--- src/rtl/disp_scan_ctrl.sv ---
// Six-digit seven-segment scan controller: slot/digit counters, blank-then-ON FSM,
// double-buffered BCD data with frame-aligned transfer and leading-zero suppression.
module disp_scan_ctrl #(
   parameter int SCAN_DIV  = 50000,
   parameter int BLANK_CYC = 500
) (
   input  logic        clk,
   input  logic        rst_n,
   input  logic [23:0] i_bcd,
   input  logic [5:0]  i_dp,
   input  logic        i_load,
   input  logic        i_lz_en,
   output logic [6:0]  o_seg,
   output logic        o_seg_dp,
   output logic [5:0]  o_seg_enb,
   output logic        o_frame,
   output logic        o_load_ack
);

   localparam int CW = $clog2(SCAN_DIV);
   localparam logic [0:0]    ST_BLANK = 1'b0;
   localparam logic [0:0]    ST_ON    = 1'b1;
   localparam logic [CW-1:0] CNT_LAST = CW'(SCAN_DIV - 1);
   localparam logic [CW-1:0] CNT_ON   = CW'(BLANK_CYC - 1);

   logic          run;
   logic [CW-1:0] cnt;
   logic [2:0]    idx;
   logic [0:0]    state;
   logic          slot_end;
   logic          frame_end;

   logic [23:0]   pend_bcd;
   logic [5:0]    pend_dp;
   logic          pend_vld;
   logic [23:0]   disp_bcd;
   logic [5:0]    disp_dp;

   logic [3:0]    dig [6];
   logic [5:0]    supp;

   function automatic logic [6:0] seg_decode(input logic [3:0] d);
      case (d)
         4'd0:    seg_decode = 7'b1111110;
         4'd1:    seg_decode = 7'b0110000;
         4'd2:    seg_decode = 7'b1101101;
         4'd3:    seg_decode = 7'b1111001;
         4'd4:    seg_decode = 7'b0110011;
         4'd5:    seg_decode = 7'b1011011;
         4'd6:    seg_decode = 7'b1011111;
         4'd7:    seg_decode = 7'b1110000;
         4'd8:    seg_decode = 7'b1111111;
         4'd9:    seg_decode = 7'b1111011;
         default: seg_decode = 7'b0000000;
      endcase
   endfunction

   // run holds the counters on the first edge after reset so cnt = 0 is seen on cycle 0
   assign slot_end  = run && (cnt == CNT_LAST);
   assign frame_end = slot_end && (idx == 3'd5);

   always_ff @(posedge clk or negedge rst_n) begin
      if (!rst_n) begin
         run   <= 1'b0;
         cnt   <= '0;
         idx   <= 3'd0;
         state <= ST_BLANK;
      end else begin
         run <= 1'b1;
         if (slot_end) begin
            cnt <= '0;
            idx <= (idx == 3'd5) ? 3'd0 : idx + 3'd1;
         end else if (run) begin
            cnt <= cnt + CW'(1);
         end
         case (state)
            ST_BLANK: if (run && cnt == CNT_ON) state <= ST_ON;
            ST_ON:    if (slot_end) state <= ST_BLANK;
            default:  state <= ST_BLANK;
         endcase
      end
   end

   // A strobe on the boundary edge still lets the older pending data transfer first
   always_ff @(posedge clk or negedge rst_n) begin
      if (!rst_n) begin
         pend_bcd <= '0;
         pend_dp  <= '0;
         pend_vld <= 1'b0;
         disp_bcd <= '0;
         disp_dp  <= '0;
      end else begin
         if (frame_end && pend_vld) begin
            disp_bcd <= pend_bcd;
            disp_dp  <= pend_dp;
         end
         if (i_load) begin
            pend_bcd <= i_bcd;
            pend_dp  <= i_dp;
            pend_vld <= 1'b1;
         end else if (frame_end) begin
            pend_vld <= 1'b0;
         end
      end
   end

   for (genvar g = 0; g < 6; g++) begin : g_dig
      assign dig[g] = disp_bcd[4*g +: 4];
   end

   always_comb begin
      logic zero_run;
      zero_run = 1'b1;
      supp     = '0;
      for (int k = 5; k >= 1; k--) begin
         zero_run = zero_run && (dig[k] == 4'd0);
         supp[k]  = zero_run;
      end
   end

   always_ff @(posedge clk or negedge rst_n) begin
      if (!rst_n) begin
         o_seg      <= 7'd0;
         o_seg_dp   <= 1'b0;
         o_seg_enb  <= 6'b111111;
         o_frame    <= 1'b0;
         o_load_ack <= 1'b0;
      end else begin
         o_frame    <= frame_end;
         o_load_ack <= frame_end && pend_vld;
         if (state == ST_ON) begin
            o_seg_enb <= ~(6'b000001 << idx);
            o_seg     <= (i_lz_en && supp[idx]) ? 7'd0 : seg_decode(dig[idx]);
            o_seg_dp  <= disp_dp[idx];
         end else begin
            o_seg_enb <= 6'b111111;
            o_seg     <= 7'd0;
            o_seg_dp  <= 1'b0;
         end
      end
   end

endmodule
--- config.mk ---
export PLATFORM = sky130hd
export DESIGN_NAME = disp_scan_ctrl
export DESIGN_NICKNAME = d
export VERILOG_FILES = /design/src/rtl/disp_scan_ctrl.sv
export SDC_FILE = /design/constraint.sdc
export NUM_CORES = 1
export LEC_CHECK = 0
export BUFFER_PORTS_ARGS = -buffer_cell sky130_fd_sc_hd__buf_4
export CORE_ASPECT_RATIO = 1.75
export CORE_UTILIZATION = 52
export CTS_CLUSTER_DIAMETER = 50
export CTS_CLUSTER_SIZE = 14
export DETAILED_ROUTE_END_ITERATION = 8
export PLACE_DENSITY = 0.75
export SETUP_SLACK_MARGIN = 0.5
export SLEW_MARGIN = 20
export SYNTH_ARGS = -nofsm -noshare
export SYNTH_HDL_FRONTEND = slang
export SYNTH_SLANG_ARGS = --single-unit
export TNS_END_PERCENT = 10
--- constraint.sdc ---
create_clock -name clk -period 2.1 [get_ports clk]
set_input_delay 0.21 -clock clk [delete_from_list [all_inputs] [get_ports clk]]
set_output_delay 0.21 -clock clk [all_outputs]
set_load 0.05 [all_outputs]
======== After elaboration in Yosys (flattened, before gate mapping) ========
Memories as Yosys holds them, arrays and structs flattened.
Index checks and enable logic that the tools add are counted.
cells by class
  add/sub/neg operators ................... 2
  multipliers ............................. 0
  div/mod/pow operators ................... 0
  $lt $le $gt $ge ......................... 2
  equal/unequal tests ..................... 3
  shift operators ......................... 1
  muxes and demuxes ....................... 19
  bitwise logic cells ..................... 3
  reductions and logical operators ........ 16
operators by type and width
  kind                                                        count
  two-way mux 16 bit                                          2
  logical NOT 4 bit                                           5
  adder 16 x 1 -> 16 bit, second input constant               1
  == test 16 bit, second input constant                       1
  == test 16 x 9 -> 1 bit, second input constant              1
  two-way mux 7 bit                                           2
  binary-select mux 4 bit (select 3 bit)                      1
  logical AND 1 bit                                           9
  two-way mux 4 bit                                           2
  two-way mux 1 bit                                           7
  binary-select mux 1 bit (select 3 bit)                      2
  two-way mux 6 bit                                           1
  NOT 6 bit                                                   1
  left shift 1 x 3 -> 6 bit, first input constant             1
  greater-or-equal comparator 4 bit, second input constant    1
  less-than comparator 3 x 4 -> 1 bit, second input constant  1
  NOT 3 -> 4 bit                                              1
  nonzero test 2 bit                                          2
  adder 3 x 1 -> 3 bit, second input constant                 1
  == test 3 bit, second input constant                        1
  two-way mux 3 bit                                           1
  one-hot mux 1 bit (2 select lines)                          1
  NOT 1 bit                                                   1
word-level totals
  bits in registers ....................... 98
  latch bits .............................. 0
  memory bits (writable) .................. 0
  bits in read-only memories .............. 112
  input port bits ......................... 34
  output and inout port bits .............. 16
  word-level logic and storage cells ...... 61
  memories ................................ 1
memory list
  memory           words  bits a word  read ports  clocked after Yosys merged registers in  wr ports  line  text
  (no name shown)  16     7            1           0                                        0         43    case (d)

======== Depth between registers and ports, before layout ========
Gate-level depths: netlist of the first run.
  depth after elaboration ................. 10
  gate-level depth with buffers ........... 10
  depth with buffers taken out ............ 8

======== Least setup slack after synthesis of the first run ========
Ideal clock, no wire load.
  path kind ............................... reg-to-reg
  start ................................... reg idx[0]
  end ..................................... reg o_seg[2]
  setup time .............................. 129 ps
  arrival time ............................ 2049 ps
  required time ........................... 1971 ps
  path slack .............................. -78 ps
  stages on the path, launching flop included .. 11
  cell sequence ........................... dfrtp_1 buf_2 buf_2 mux2_2 a22oi_2 inv_1 ha_1 nand3_1 nand3_1 a211oi_1 a211oi_1
on the way
  cells in the longest elaborated chain, start to end .. 7
  elaborated cells between the ends (all ways) .. 10
  classes of those cells .................. mux: 7; bitwise: 1; reduce/logical: 1; memory: 1
RTL lines
  item                                                  line  text
  start, declared                                       28    logic [2:0] idx;
  start signal, assigned                                72    idx <= (idx == 3'd5) ? 3'd0 : idx + 3'd1;
  NOT 3 -> 4 bit (not written as such)                  133   o_seg <= (i_lz_en && supp[idx]) ? 7'd0 : seg_decode(dig[idx]);
  binary-select mux 4 bit (select 3 bit)                133
  two-way mux 4 bit (not written as such) (2 in a row)  133
  memory (16 x 7 bit)                                   n/a
  two-way mux 7 bit (*)                                 133
  two-way mux 7 bit (*)                                 131   if (state == ST_ON) begin
  end signal, assigned                                  133
  end, declared                                         13    output logic [6:0] o_seg,
Mark *: on every way between the ends. The rest lies on a longest branch, timed or not. The select of a mux whose other input is x is not followed.
A chain may end at the register's enable or synchronous reset.

======== Worst setup path in the final report of the first run ========
Ends and elaborated chain as after synthesis.

==> run_results.csv, run 1 <==
group,metric,value,unit
floorplan,num_io_pins,50,
timing,setup_viol,0,
clock_tree,clock_latency,0.34,ns
placed_design,dp_hpwl,5.815,mm
floorplan,die_area,8834,µm²
setup_path,startpoint_type,"flop",
floorplan,die_x,71.48,µm
power_and_ir_drop,leakagePower,2.688,nW
synth,ys_seq_area_share,56.00,%
placed_design,dp.cells,471,
global_route,grt.total_usage,20.96,%
clock_tree,clockBufferDepth,2,
clock_tree,root_buffer,"clkbuf_16",
timing,relSlewSlack,64.25,%
timing,hold_viol_final,0,
route,drt_iter0_drc,111,
final_layout,nNetsFinal,445,
global_route,antenna_found_initial,0,
synth,ys_warn_count,0,
clock_tree,cts_num_sinks,98,
power_and_ir_drop,ir_drop,540.5,µV
job,maxCapViolCount,0,
clock_tree,cts.clk_slew.worst_paths,0.06,ns
synth,synthesis.area,4393,µm²
hold_path,hold_depth,2,
synth,yosys_most_used_dff,"dfrtp_1",
setup_path,r2r_end,"o_seg[2]",
floorplan,coreArea,8258,µm²
synth,ys_ff_latch,98,
setup_path,worst_setup_path_end_kind,"flop",
setup_path,rr_worst_depth,8,
floorplan,rows,44,
placed_design,pre_cts_ws,0.05682,ns
synth,avgSynthCellArea,13.39,µm²
global_route,grt_overflow,0,
hold_path,hold_start,"i_bcd[4]",
setup_path,cp.arrival,2.28,ns
timing,period_minus_slack,2.059,ns
route,viasPerCell,5.430,
clock_tree,cts_tree,"done",
route,wl,8.504,mm
timing,finalWorstSetupSlack,0.04058,ns
synth,synthTopCellsByArea,"dfrtp_1, mux2_4, mux2_2",
timing,finClkSkew,0.007346,ns
final_layout,syn_to_final_growth,24.47,%
setup_path,path_max_fanout,4,
setup_path,cp_data_required_time,2.32,ns
placed_design,portBuffers,49,
final_layout,fin_util,66.21,%
route,via_count,2715,
setup_path,r2r-start,"idx[0]",
floorplan,die_height,123.6,µm
synth,synth.largest_area_cell,"dfrtp_1",
power_and_ir_drop,totalPowerFinal,3.987,mW
final_layout,antenna_cells,0,
synth,post-synth-top-count-cell,"dfrtp_1",
clock_tree,cts_buffers,9,
timing,max_slew.worst_pin.slew,0.5362,ns
route,drtPass1Iterations,4,
status,status,"completed",
route,ant_nets,0,
setup_path,rrSetupSlack,0.04,ns
setup_path,critPathKind,"reg -> reg",
synth,netlist_top_cells_count,"dfrtp_1, mux2_2, mux2_4, nor2_1, nand2_1",
synth,syn_nets,369,
timing,tns,0,ns
timing,fin_crit_sh,98.07,%
final_layout,fin_cells,500,
synth,syn-instance-count,328,
route,drcViolationCount,0,
hold_path,min_path_type,"in -> reg",
synth,synth_top_area_share,52.41,%
synth,ys_types,45,
floorplan,initial_core_util,53.20,%
hold_path,hold_path_end,"pend_bcd[4]",
timing,grt_setup_unrepaired,"true",
global_route,grt_pass1_vias,2930,
global_route,grt_max_degree,42,
timing,finalMaxSlewViolations,0,
route,wl_per_cell,17.01,µm
final_layout,layout-drive-gt1-share,47.30,%
synth,synth-edff-count,0,
power_and_ir_drop,p_per_area,729.2,nW/µm²
global_route,grt_pass1_wl,13.79,mm
synth,async_flop_share,100.0,%
placed_design,finalWeightedCongestion,0.8095,
timing,max_freq,485.6,MHz
clock_tree,h-tree-depth,3,
[layout make-up]
class / instances / area, µm²
multi-input combinational: 209 / 1933
clock buffer: 13 / 260.3
timing repair buffer: 78 / 654.4
fill: 637 / 2790
sequential: 98 / 2462
clock inverter: 2 / 12.51
tap: 92 / 115.1
inverter: 8 / 30.03
[cells in the final DEF, fill, tap and decap left out, drive strengths merged, types with 2 or more instances in the layout]
cell type / netlist / routed
nand2b: 2 / 2
inv: 8 / 8
nor2: 18 / 18
xor2: 9 / 9
a21oi: 9 / 9
dfrtp: 92 / 92
nand3: 13 / 13
mux2: 68 / 68
nor4: 6 / 6
o21ai: 7 / 7
and2: 4 / 4
nand4: 4 / 4
nor3: 3 / 3
nor2b: 3 / 3
nand2: 17 / 17
a211oi: 3 / 3
mux4: 2 / 2
clkbuf: 2 / 13
a22oi: 2 / 2
and4: 4 / 4
and3: 3 / 3
dfstp: 6 / 6
xnor2: 4 / 4
or2: 2 / 2
mux2i: 5 / 5
buf: 11 / 76
ha: 7 / 7
o22ai: 3 / 3
[repair_timing]
item	4_1_cts	5_1_grt
endpoints found under the setup margin	53	55
setup buffers	7	5
gates cloned	1	0
pin swaps	4	6
hold endpoints to repair	39	0
hold buffers	1	0
gates resized for setup	7	14
[registers in the layout (all words and copies together), names as in the netlist]
register / flops
idx: 3
pend_vld: 1
o_seg: 7
o_seg_enb: 6
run: 1
pend_bcd: 24
o_seg_dp: 1
state: 1
o_load_ack: 1
pend_dp: 6
disp_bcd: 24
disp_dp: 6
o_frame: 1
cnt: 16
[power by group]
| part | internal [mW] | switching, mW | leakage [nW] |
|---|---|---|---|
| Combinational | 0.209 | 0.171 | 1.30 |
| Sequential | 2.01 | 0.0904 | 1.26 |
| Clock | 0.859 | 0.650 | 0.132 |
[stage by stage]
step	instance area, µm²	hold WS [ns]
after global routing	5468	0.09358
final	5468	0.09468
after detailed placement	4986	0.2321
after global placement	4986	0.2234
after floorplan	4447	-0.08559
after CTS	5375	0.08775
[routing by layer]
layer	vias up	global-route usage, %	part of all wire [%]	wire length, µm
li1	1309	-	-	-
met2	54	37.14	54	4562
met3	17	3.560	3.0	254
met5	-	0	0	0
met1	1335	23.95	41	3462
met4	0	11.52	2.7	226
[worst max path at each step]
stage                     startpoint  endpoint  slack (ns)  cells after the start
final                         idx[0]  o_seg[2]        0.04                      8
after global routing          idx[0]  o_seg[2]      -0.009                      8
after CTS                     idx[0]  o_seg[2]        0.12                      9
after detailed placement      idx[0]  o_seg[2]        0.06                      9
after global placement        idx[0]  o_seg[2]        0.03                      8
after floorplan               idx[0]  o_seg[2]        0.18                      9
[cell families after synthesis]
family | synth area share, %
other | 0.08536
buffers and inverters | 2.449
multiplexers | 22.16
AO/OA/AOI/OAI | 4.301
flip-flops | 56.00
AND/OR/NAND/NOR | 10.42
adder cells (fa/ha/maj) | 1.994
XOR/XNOR | 2.592
[worst max-delay path, cell delays in order (launching register included)]
cell and delay (ns):
dfrtp_2 0.42, mux4_2 0.52, a22oi_2 0.26, inv_2 0.10, ha_4 0.19, nand3_2 0.07, nand3_2 0.09, a211oi_2 0.23
a211oi_1 0.06
(Power assumes the default switching activity.)
==> run 2, diff against run 1 <==
Settings changed: REMOVE_ABC_BUFFERS set to 1.
==> run 2 against run 1 <==
Clock power rose by 6%; register-to-register slack improved by 0.05 ns; global-route usage fell by 0.37 points; non-clock buffer count decreased by 5; critical endpoint is now o_seg[4]; largest cell class unchanged; highest routed layer unchanged.
==> run_results.csv, run 2 (synthesis gave the netlist of run 1 again) <==
group,metric,value,unit
timing,fin_crit_sh,95.77,%
clock_tree,cts_tree,"done",
timing,finalMaxSlewViolations,0,
route,drcViolationCount,0,
timing,finClkSkew,0.005903,ns
power_and_ir_drop,ir_drop,479.2,µV
route,wl,8.131,mm
timing,grt_setup_unrepaired,"true",
floorplan,die_area,8834,µm²
floorplan,rows,44,
route,ant_nets,0,
final_layout,antenna_cells,0,
global_route,grt.total_usage,20.59,%
setup_path,critical_path.slowest_cell,"dfrtp_1",
global_route,grt_pass1_vias,2964,
setup_path,cp_data_required_time,2.35,ns
clock_tree,cts_num_sinks,98,
final_layout,syn_to_final_growth,23.78,%
placed_design,dp_hpwl,5.637,mm
floorplan,coreArea,8258,µm²
route,via_count,2768,
clock_tree,root_buffer,"clkbuf_16",
timing,period_minus_slack,2.011,ns
final_layout,nNetsFinal,440,
floorplan,die_x,71.48,µm
route,wl_per_cell,16.39,µm
setup_path,path_max_fanout,10,
setup_path,crit_family,"compound AO/OA/AOI/OAI gates",
final_layout,reg_top3,"disp_bcd (24), pend_bcd (24), cnt (16)",
route,drtPass1Iterations,4,
clock_tree,h-tree-depth,3,
setup_path,cp.arrival,2.27,ns
global_route,antenna_found_initial,0,
power_and_ir_drop,p_per_area,741.4,nW/µm²
setup_path,startpoint_type,"flop",
setup_path,path_buf_inv,1,
clock_tree,clock_latency,0.34,ns
setup_path,worst_setup_path_end_kind,"flop",
route,viasPerCell,5.581,
final_layout,final_common_cell,"dfrtp_1",
timing,max_freq,497.2,MHz
timing,setup_viol,0,
job,maxCapViolCount,0,
final_layout,nFillCells,599,
global_route,grt_overflow,0,
setup_path,slowest_delay,0.55,ns
floorplan,initial_core_util,53.20,%
hold_path,min_path_type,"in -> reg",
power_and_ir_drop,leakagePower,2.668,nW
power_and_ir_drop,totalPowerFinal,4.032,mW
clock_tree,cts.clk_slew.worst_paths,0.06,ns
route,drt_iter0_drc,111,
setup_path,critPathKind,"reg -> reg",
final_layout,layout-drive-gt1-share,46.53,%
setup_path,crit_chain,"nor2_1 -> buf_4 -> o2bb2ai_1 -> or2_4 -> a211o_1 -> a31oi_1",
status,status,"completed",
placed_design,portBuffers,49,
floorplan,die_height,123.6,µm
placed_design,finalWeightedCongestion,0.8612,
clock_tree,cts_buffers,9,
global_route,grt_max_degree,62,
floorplan,num_io_pins,50,
final_layout,mostFrequentLayoutCells,"dfrtp_1, buf_4, mux2_2",
global_route,grt_pass1_wl,13.83,mm
placed_design,pre_cts_ws,0.004988,ns
timing,whs,0.09581,ns
timing,finalWorstSetupSlack,0.08888,ns
clock_tree,clockBufferDepth,2,
timing,hold_viol_final,0,
[run 2: cell count changes in the layout (fill, tap and decap cells not counted), sizes merged]
cell / previous run / this run
buf: 76 / 72
bufbuf: 1 / 0
clkinvlp: 1 / 2
inv: 8 / 10
clkinv: 1 / 0
clkbuf: 13 / 12
[run 2: final cells by class]
| type | instances | area, µm² | share of cell area, % |
|---|---|---|---|
| repair buffers | 73 | 603.1 | 11.09 |
| flip-flops and latches | 98 | 2461 | 45.26 |
| clock inverters | 4 | 32.53 | 0.5983 |
| inverters | 8 | 30.03 | 0.5522 |
| multi-input cells | 209 | 1929 | 35.48 |
| well taps | 92 | 115.1 | 2.117 |
| clock buffers | 12 | 266.5 | 4.901 |
[run 2: repair_timing]
action / in CTS / in global routing
pin swaps: 9 / 1
hold endpoints to repair: 31 / 0
buffers inserted: 4 / 5
endpoints found under the setup margin: 54 / 56
resized for setup: 24 / 5
hold buffers: 1 / 0
gates cloned: 0 / 0
[run 2: final timing paths]
| check | startpoint | slack (ns) | end | cells after the start |
|---|---|---|---|---|
| max | idx[1] | 0.09 | o_seg[4] | 6 |
| min in group asynchronous | rst_n | 0.37 | cnt[13] | 2 |
| min | i_bcd[0] | 0.1 | pend_bcd[0] | 2 |
| min reg2reg | pend_bcd[8] | 0.50 | disp_bcd[8] | 1 |
| max in group asynchronous | rst_n | 1.04 | idx[0] | 3 |
| max reg2reg | idx[1] | 0.09 | o_seg[4] | 6 |
[run 2: layer usage]
| metal | part of all wire, % | vias to the layer above | track usage, % |
|---|---|---|---|
| li1 | - | 1309 | - |
| met1 | 41 | 1384 | 24.45 |
| met2 | 53 | 56 | 35.24 |
| met3 | 2.7 | 19 | 3.803 |
| met4 | 2.7 | 0 | 11.27 |
| met5 | 0 | - | 0 |
[run 2: stage by stage]
step | util [%] | TNS, ns | instance area [µm²] | cells
after global placement | 59.68 | 0 | 4928 | 470
after CTS | 65.05 | 0 | 5371 | 491
after global routing | 65.85 | -0.02198 | 5438 | 496
after floorplan | - | -15.14 | 4315 | 315
after detailed placement | 59.68 | 0 | 4928 | 470
final | 65.85 | 0 | 5438 | 496
[run 2: report_power, final]
group / internal, mW / switching (mW)
logic: 0.186 / 0.152
registers: 2.01 / 0.0925
clock network: 0.908 / 0.688
total: 3.10 / 0.932
[run 2: worst reg2reg max path, stage by stage, from the launching register on]
cell       delay (ns)
dfrtp_1          0.55
nor2_1           0.19
buf_4            0.19
o2bb2ai_1        0.14
or2_4            0.28
a211o_1          0.38
a31oi_1          0.19
